--- src/rtl/ecp5pll_phase_ctrl.sv ---
// Sequencer for the ECP5 PLL dynamic phase-shift port: takes a (sel, dir, steps)
// command and generates setup/pulse/gap timed phasestep strobes, tracking net shift per output.
module ecp5pll_phase_ctrl #(
  parameter int SETUP_CYC = 2,
  parameter int PULSE_CYC = 4,
  parameter int GAP_CYC   = 4
) (
  input  logic              clk_i,
  input  logic              reset,
  input  logic              req_valid,
  output logic              req_ready,
  input  logic [1:0]        req_sel,
  input  logic              req_dir,
  input  logic [7:0]        req_steps,
  output logic [1:0]        phasesel,
  output logic              phasedir,
  output logic              phasestep,
  output logic              phaseloadreg,
  input  logic              locked,
  output logic              busy,
  output logic              done,
  output logic              abort,
  output logic signed [9:0] phase_acc0,
  output logic signed [9:0] phase_acc1,
  output logic signed [9:0] phase_acc2,
  output logic signed [9:0] phase_acc3
);

  localparam int CNT_W = 16;

  typedef enum logic [2:0] {IDLE, SETUP, PULSE, GAP, FINISH} state_t;

  state_t            state_q, state_d;
  logic [CNT_W-1:0]  cnt_q, cnt_d;
  logic [7:0]        rem_q, rem_d;
  logic [1:0]        sel_q, sel_d;
  logic              dir_q, dir_d;
  logic              step_q, step_d;
  logic              ready_q, ready_d;
  logic              busy_q, busy_d;
  logic              done_q, done_d;
  logic              abort_q, abort_d;
  logic              sync1_q, lock_s_q;
  logic signed [9:0] acc_q [4];
  logic signed [9:0] acc_d [4];
  logic              accept;

  // Two's complement wrap is intentional: the accumulator is a modulo-1024 phase count.
  function automatic logic signed [9:0] acc_step(input logic signed [9:0] a, input logic lag);
    return lag ? a + 10'sd1 : a - 10'sd1;
  endfunction

  assign accept = req_valid && ready_q;

  always_comb begin
    state_d = state_q;
    cnt_d   = cnt_q;
    rem_d   = rem_q;
    sel_d   = sel_q;
    dir_d   = dir_q;
    acc_d   = acc_q;
    done_d  = 1'b0;
    abort_d = 1'b0;
    case (state_q)
      IDLE: begin
        if (accept) begin
          sel_d = req_sel;
          dir_d = req_dir;
          rem_d = req_steps;
          if (req_steps == 8'd0) begin
            state_d = FINISH;
          end else begin
            state_d = SETUP;
            cnt_d   = CNT_W'(SETUP_CYC);
          end
        end
      end
      SETUP, PULSE, GAP: begin
        if (!lock_s_q) begin
          // Lock loss drops the rest of the command; an unfinished pulse is not counted.
          state_d = IDLE;
          abort_d = 1'b1;
          rem_d   = 8'd0;
        end else if (cnt_q != CNT_W'(1)) begin
          cnt_d = cnt_q - CNT_W'(1);
        end else if (state_q == SETUP) begin
          state_d = PULSE;
          cnt_d   = CNT_W'(PULSE_CYC);
        end else if (state_q == PULSE) begin
          state_d       = GAP;
          cnt_d         = CNT_W'(GAP_CYC);
          rem_d         = rem_q - 8'd1;
          acc_d[sel_q]  = acc_step(acc_q[sel_q], dir_q);
        end else if (rem_q != 8'd0) begin
          state_d = PULSE;
          cnt_d   = CNT_W'(PULSE_CYC);
        end else begin
          state_d = FINISH;
        end
      end
      FINISH: begin
        state_d = IDLE;
        done_d  = 1'b1;
      end
      default: state_d = IDLE;
    endcase
    step_d  = (state_d == PULSE);
    busy_d  = (state_d != IDLE);
    ready_d = (state_d == IDLE) && sync1_q;
  end

  always_ff @(posedge clk_i) begin
    if (reset) begin
      state_q  <= IDLE;
      cnt_q    <= '0;
      rem_q    <= '0;
      sel_q    <= '0;
      dir_q    <= 1'b0;
      step_q   <= 1'b0;
      ready_q  <= 1'b0;
      busy_q   <= 1'b0;
      done_q   <= 1'b0;
      abort_q  <= 1'b0;
      sync1_q  <= 1'b0;
      lock_s_q <= 1'b0;
      for (int i = 0; i < 4; i++) acc_q[i] <= '0;
    end else begin
      state_q  <= state_d;
      cnt_q    <= cnt_d;
      rem_q    <= rem_d;
      sel_q    <= sel_d;
      dir_q    <= dir_d;
      step_q   <= step_d;
      ready_q  <= ready_d;
      busy_q   <= busy_d;
      done_q   <= done_d;
      abort_q  <= abort_d;
      sync1_q  <= locked;
      lock_s_q <= sync1_q;
      acc_q    <= acc_d;
    end
  end

  assign req_ready    = ready_q;
  assign phasesel     = sel_q;
  assign phasedir     = dir_q;
  assign phasestep    = step_q;
  assign phaseloadreg = 1'b0;
  assign busy         = busy_q;
  assign done         = done_q;
  assign abort        = abort_q;
  assign phase_acc0   = acc_q[0];
  assign phase_acc1   = acc_q[1];
  assign phase_acc2   = acc_q[2];
  assign phase_acc3   = acc_q[3];

endmodule
--- config.mk ---
export PLATFORM = sky130hd
export DESIGN_NAME = ecp5pll_phase_ctrl
export DESIGN_NICKNAME = d
export VERILOG_FILES = /design/src/rtl/ecp5pll_phase_ctrl.sv
export SDC_FILE = /design/constraint.sdc
export NUM_CORES = 1
export LEC_CHECK = 0
export CORE_ASPECT_RATIO = 2
export CORE_MARGIN = 2
export CORE_UTILIZATION = 36
export DETAILED_ROUTE_END_ITERATION = 8
export GPL_ROUTABILITY_DRIVEN = 1
export HOLD_SLACK_MARGIN = 0.06
export PLACE_DENSITY = 0.62
export SETUP_SLACK_MARGIN = 0.02
export SYNTH_ARGS = -nofsm -noshare
export SYNTH_HDL_FRONTEND = slang
export SYNTH_SLANG_ARGS = --single-unit
--- constraint.sdc ---
create_clock -name clk_i -period 3.99 [get_ports clk_i]
set_input_delay 0.5985 -clock clk_i [delete_from_list [all_inputs] [get_ports clk_i]]
set_output_delay 0.5985 -clock clk_i [all_outputs]
set_load 0.05 [all_outputs]
==> summary.txt, run 1 <==
Synth Cell Area -> 4530 um^2
Internal -> 0.00125 W
Port bufs -> 62
Die Height -> 163 um
Layout cells sized above 1 -> 0.118
Routing usage on met2 -> 0.281
Grt met3 use -> 0.0329
CP Max Fanout -> 10
Yosys cell types -> 74
CP endpoint kind -> register
Grt total ovfl -> 0
Crit-path cells -> mux2_1 > mux2i_1 > inv_1 > fa_1 > a21o_1 > a211oi_1 > o21ai_0 > and2_1 > o311ai_0
Period minus WS final -> 3.48 ns
H-tree levels -> 3
Global-route wire length before repair -> 20000 um
Initial core utilization -> 0.365
Worst R2R End -> phase_acc3[8]
WHS Path Cells -> 2
Post-synth top area share -> 0.340
Post-CTS resize count -> 0
Num rows -> 58
CTS clk-pin slew, worst paths -> 0.06 ns
Layout Skew -> 0.00740 ns
EDFF count, synth -> 0
F_max -> 287 MHz
Headroom to the max-slew limit -> 0.542
Area Overhead vs Synth -> 20.6%
Cell taking the most area after synthesis -> dfxtp_1
Clk sinks -> 77
Primary FF master, synth -> dfxtp_1
Drt wl/cell -> 16.6 um
Comb power frac -> 0.077
Synthesized Nets -> 545
Critical path startpoint category -> register
Status -> finished clean
Initial antenna violation count -> 0
CP Data Arrival Time -> 3.71 ns
Placed cells -> 704
Root buffer cell -> clkbuf_16
Most frequent cell after synthesis -> dfxtp_1
Top cells by area, synth -> dfxtp_1 (34%), nand2_1 (5.6%), mux4_2 (4.5%), a21oi_1 (4.2%), nand3b_1 (3.6%)
Syn_area_per_cell -> 8.77 um^2
Vias -> 4077
Crit path largest cell delay -> 0.67 ns
Post-CTS Hold Buffers -> 0
Final worst slack -> 0.506 ns
GP Congestion -> 0.855
CP max stage cell -> dfxtp_1
Post-DP HPWL -> 8360 um
Avg Vias per Cell -> 5.66
Final setup violation count -> 0
# Max-Cap Violations -> 0
Fin cells -> 720
FF-to-FF path depth -> 9
Final WL -> 11900 um
Core area -> 12400 um^2
Setup total negative slack -> 0 ns
Reg-to-reg startpoint -> phasesel[1]
Seq/Total Area, Yosys -> 0.340
DRC -> 0
Setup WS pre-CTS -> 0.564 ns
Critical Path RT -> 4.22 ns
Clk pwr share -> 0.450
Cells after Synth -> 517
Fin Hold WS -> 0.475 ns
GRT busiest layer -> met2
Crit Path Category -> register to register
Initial DRC Count -> 294
Worst hold path class -> register to register
Total die area -> 13600 um^2
Clock Latency Late Sink -> 0.34 ns
CTS buffer count -> 9
Yosys warns -> 0
CTS tree -> done
Lkg Pwr -> 1.80 nW
Fraction of registers with async set/reset -> 0
Seq pwr share -> 0.473
Pwr Total -> 0.00166 W
Hold path startpoint -> phase_acc2[3]
Layout Nets -> 593
GRT Util Overall -> 0.179
Setup Fix Bufs, Post-CTS -> 0
R2R setup slack -> 0.51 ns
Endpoints failing hold -> 0
Pin count of the biggest net entering global routing -> 35
Tightest Pin Transition -> 0.681 ns
Vias in the first global route -> 4025
Most common library cells after synthesis -> dfxtp_1 (77), nand2_1 (68), a21oi_1 (38), nor2_1 (35), o21ai_0 (24)
Routed Antenna Nets -> 0
RSZ-0062 raised after global routing -> false
Antenna Cells -> 0
Pwr Density -> 304 nW/um^2
Die X-Extent -> 83.3 um
Max-slew violation total from the final report -> 0
Hold Path Sink -> phase_acc2[3]
Longest Clk Path Bufs -> 2
DRT Pass-1 Iters -> 4
Max rail drop VDD -> 287 uV
Sw Ratio -> 0.250
Met1 Track Usage GR -> 0.248
Tcrit/Tclk final -> 0.873
# IOs -> 64
Flops & latches, synth -> 77
Psw -> 0.000415 W
==> cell type report <==
class	instances	area, um^2
Fill cell	1260	6940
Multi-Input combinational cell	398	2770
Sequential cell	77	1540
Timing Repair Buffer	68	661
Clock buffer	9	225
Tap cell	150	188
Clock inverter	7	42.5
Inverter	11	41.3
==> critical path, delay by kind of cell (launching register included) <==
family / cells / cell delay [ns]
simple gates: 1 / 0.24
mux: 2 / 0.78
flops: 1 / 0.67
compound gates: 4 / 1.06
buf+inv: 1 / 0.16
fa+ha+maj: 1 / 0.46
==> power groups by stage <==
stage	logic, W	clock network [W]	registers, W
floorplan	0.0000923	0	0.000803
global placement	0.000127	0	0.000802
detailed placement	0.000128	0	0.000802
CTS	0.000128	0.000764	0.000785
global route	0.000142	0.000794	0.000786
finish	0.000128	0.000747	0.000785
==> how the worst max path moves through the flow <==
stage / from / endpoint / slack [ns] / cells past startpoint
3_5_place_dp: phasesel[1] / phase_acc3[8] / 0.56 / 9
4_1_cts: phasesel[1] / phase_acc3[8] / 0.53 / 9
3_3_place_gp: phasesel[1] / phase_acc3[8] / 0.72 / 9
2_1_floorplan: phasesel[1] / phase_acc1[8] / 0.63 / 9
6_report: phasesel[1] / phase_acc3[8] / 0.51 / 9
5_1_grt: phasesel[1] / phase_acc1[8] / 0.25 / 9
==> per-stage QoR <==
stage / utilization / cell area (um^2)
2_1_floorplan: - / 4530
3_3_place_gp: 0.419 / 5200
3_5_place_dp: 0.419 / 5200
4_1_cts: 0.440 / 5470
5_1_grt: 0.440 / 5470
6_report: 0.440 / 5470
==> cells in the final DEF (no fill, tap or decap), drive strengths merged, types with 10 or more instances in the layout <==
cell           instances
dfxtp                 77
nand2                 70
clkdlybuf4s50         61
nor2                  40
a21oi                 38
o21ai                 28
nand3b                22
nor3                  15
nor4                  13
ha                    12
o311ai                12
inv                   11
nand4                 11
nand3                 11
a311oi                10
==> kinds of logic after synthesis <==
logic type	Yosys count	synth area share
AO/OA/AOI/OAI	126	0.203
XOR/XNOR	7	0.0135
multiplexers	19	0.0676
buffers and inverters	42	0.0497
adder cells (fa/ha/maj)	13	0.0375
AND/OR/NAND/NOR	232	0.288
flip-flops	77	0.340
other	1	0.000827
==> per-layer routing <==
layer	part of all wire	vias up
met5	0	-
met4	0.015	0
met3	0.054	20
met2	0.46	121
met1	0.47	1907
li1	-	2029
==> state kept, by name, summed over array words and instances, names as in the netlist, 2 cells and up <==
signal and flops:
cnt_q 16, phase_acc0 10, phase_acc1 10, phase_acc2 10, phase_acc3 10, phasesel 2, rem_q 8, state_q 3
No activity file was read; power rests on OpenSTA's default activity.
==> run 2, diff against run 1 <==
Clock period 3.99 ns to 3.3 ns, I/O delays scaled along.
==> summary.txt, run 2 (synthesis results as in run 1) <==
Initial DRC Count -> 397
CP Data Arrival Time -> 3.23 ns
Commonest non-fill, non-tap cell in the layout -> dfxtp_1
Period minus WS final -> 3.00 ns
GRT Util Overall -> 0.184
Global-route wire length before repair -> 20200 um
Setup Fix Bufs, Post-CTS -> 0
Pwr Total -> 0.00224 W
Avg Vias per Cell -> 5.80
Status -> finished clean
Total die area -> 13600 um^2
Max rail drop VDD -> 277 uV
Tightest Pin Transition -> 0.942 ns
Max FFs per register -> 16
Clock Latency Late Sink -> 0.34 ns
CTS tree -> done
Initial core utilization -> 0.365
DRT Pass-1 Iters -> 5
Pin count of the biggest net entering global routing -> 59
Port bufs -> 62
DRC -> 0
Worst hold path class -> register to register
Post-CTS Hold Buffers -> 0
Initial antenna violation count -> 0
Fillers -> 1225
Headroom to the max-slew limit -> 0.372
RSZ-0062 raised after global routing -> false
Critical Path RT -> 3.53 ns
Tcrit/Tclk final -> 0.909
Layout cells sized above 1 -> 0.122
# Max-Cap Violations -> 0
Critical path startpoint category -> register
# IOs -> 64
Post-DP HPWL -> 8450 um
Core area -> 12400 um^2
Most flops, register -> cnt_q
Vias -> 4189
Endpoints failing hold -> 0
Drt wl/cell -> 17.2 um
GP Congestion -> 0.894
Root buffer cell -> clkbuf_16
Num rows -> 58
Layout Skew -> 0.00474 ns
H-tree levels -> 3
Crit Path Category -> register to register
Post-CTS resize count -> 0
CTS buffer count -> 9
Area Overhead vs Synth -> 22.6%
Pwr Density -> 404 nW/um^2
Vias in the first global route -> 3990
Final core utilization -> 0.448
Lkg Pwr -> 1.85 nW
F_max -> 333 MHz
Final setup violation count -> 0
Layout Nets -> 595
Die Height -> 163 um
Final WL -> 12400 um
Grt total ovfl -> 0
Commonest non-fill, non-tap cells in the layout -> dfxtp_1 (76), nand2_1 (68), clkdlybuf4s50_1 (61)
Longest Clk Path Bufs -> 2
Clk sinks -> 77
Max-slew violation total from the final report -> 0
CTS clk-pin slew, worst paths -> 0.06 ns
CP Max Fanout -> 10
Antenna Cells -> 0
Routed Antenna Nets -> 0
Die X-Extent -> 83.3 um
Setup total negative slack -> 0 ns
CP endpoint kind -> register
run 2: cell types whose count changed in the layout (fill, tap and decap cells not counted), sizes merged:
cell / before / now
bufinv: 0 / 2
buf: 7 / 9
clkbuf: 9 / 13
clkinv: 4 / 1
clkinvlp: 3 / 0
run 2: final timing paths:
path / from / to / slack [ns] / depth (start not counted)
setup reg to reg: phasesel[1] / phase_acc2[8] / 0.30 / 9
setup / recovery: phasesel[1] / phase_acc2[8] / 0.30 / 9
hold reg to reg: phase_acc0[0] / phase_acc0[0] / 0.47 / 2
hold / removal: phase_acc0[0] / phase_acc0[0] / 0.47 / 2
run 2: area by class of cell:
cell class | count | area, um^2 | area share
inverters | 11 | 41.3 | 0.00743
well taps | 150 | 188 | 0.0338
flip-flops and latches | 77 | 1540 | 0.278
multi-input cells | 398 | 2770 | 0.498
clock buffers | 13 | 280 | 0.0504
clock inverters | 3 | 65.1 | 0.0117
repair buffers | 70 | 676 | 0.122
run 2: power by group:
group	switching, W	internal [W]
Sequential	0.0000117	0.000939
Combinational	0.0000920	0.0000640
Clock	0.000393	0.000744
Total	0.000497	0.00175
run 2: critical path, cell delays in order, from the launching register on:
cell and delay [ns]:
dfxtp_2 0.50, mux2_1 0.40, mux2i_1 0.19, inv_1 0.11, fa_1 0.44, a21o_1 0.19, a211oi_1 0.29, o21ai_0 0.25
and2_1 0.23, o311ai_0 0.31
run 2: layer usage:
metal | track usage | part of all wire
met4 | 0.0708 | 0.016
met5 | 0 | 0
met2 | 0.286 | 0.46
met3 | 0.0416 | 0.059
met1 | 0.248 | 0.46
run 2: through the flow:
step,worst slack [ns],instances,hold slack (ns),cell area (um^2)
final,0.301,722,0.468,5560
after global routing,0.0564,722,0.489,5560
after CTS,0.281,722,0.470,5560
after detailed placement,0.300,706,0.463,5210
after global placement,0.381,706,0.456,5210
after floorplan,0.0929,517,0.442,4530
==> run 3, diff against run 2 <==
Settings changed: HOLD_SLACK_MARGIN 0.06 to 0.02.
==> results of run 3 <==
Final layout, timing and power as in run 2 (identical DEF).
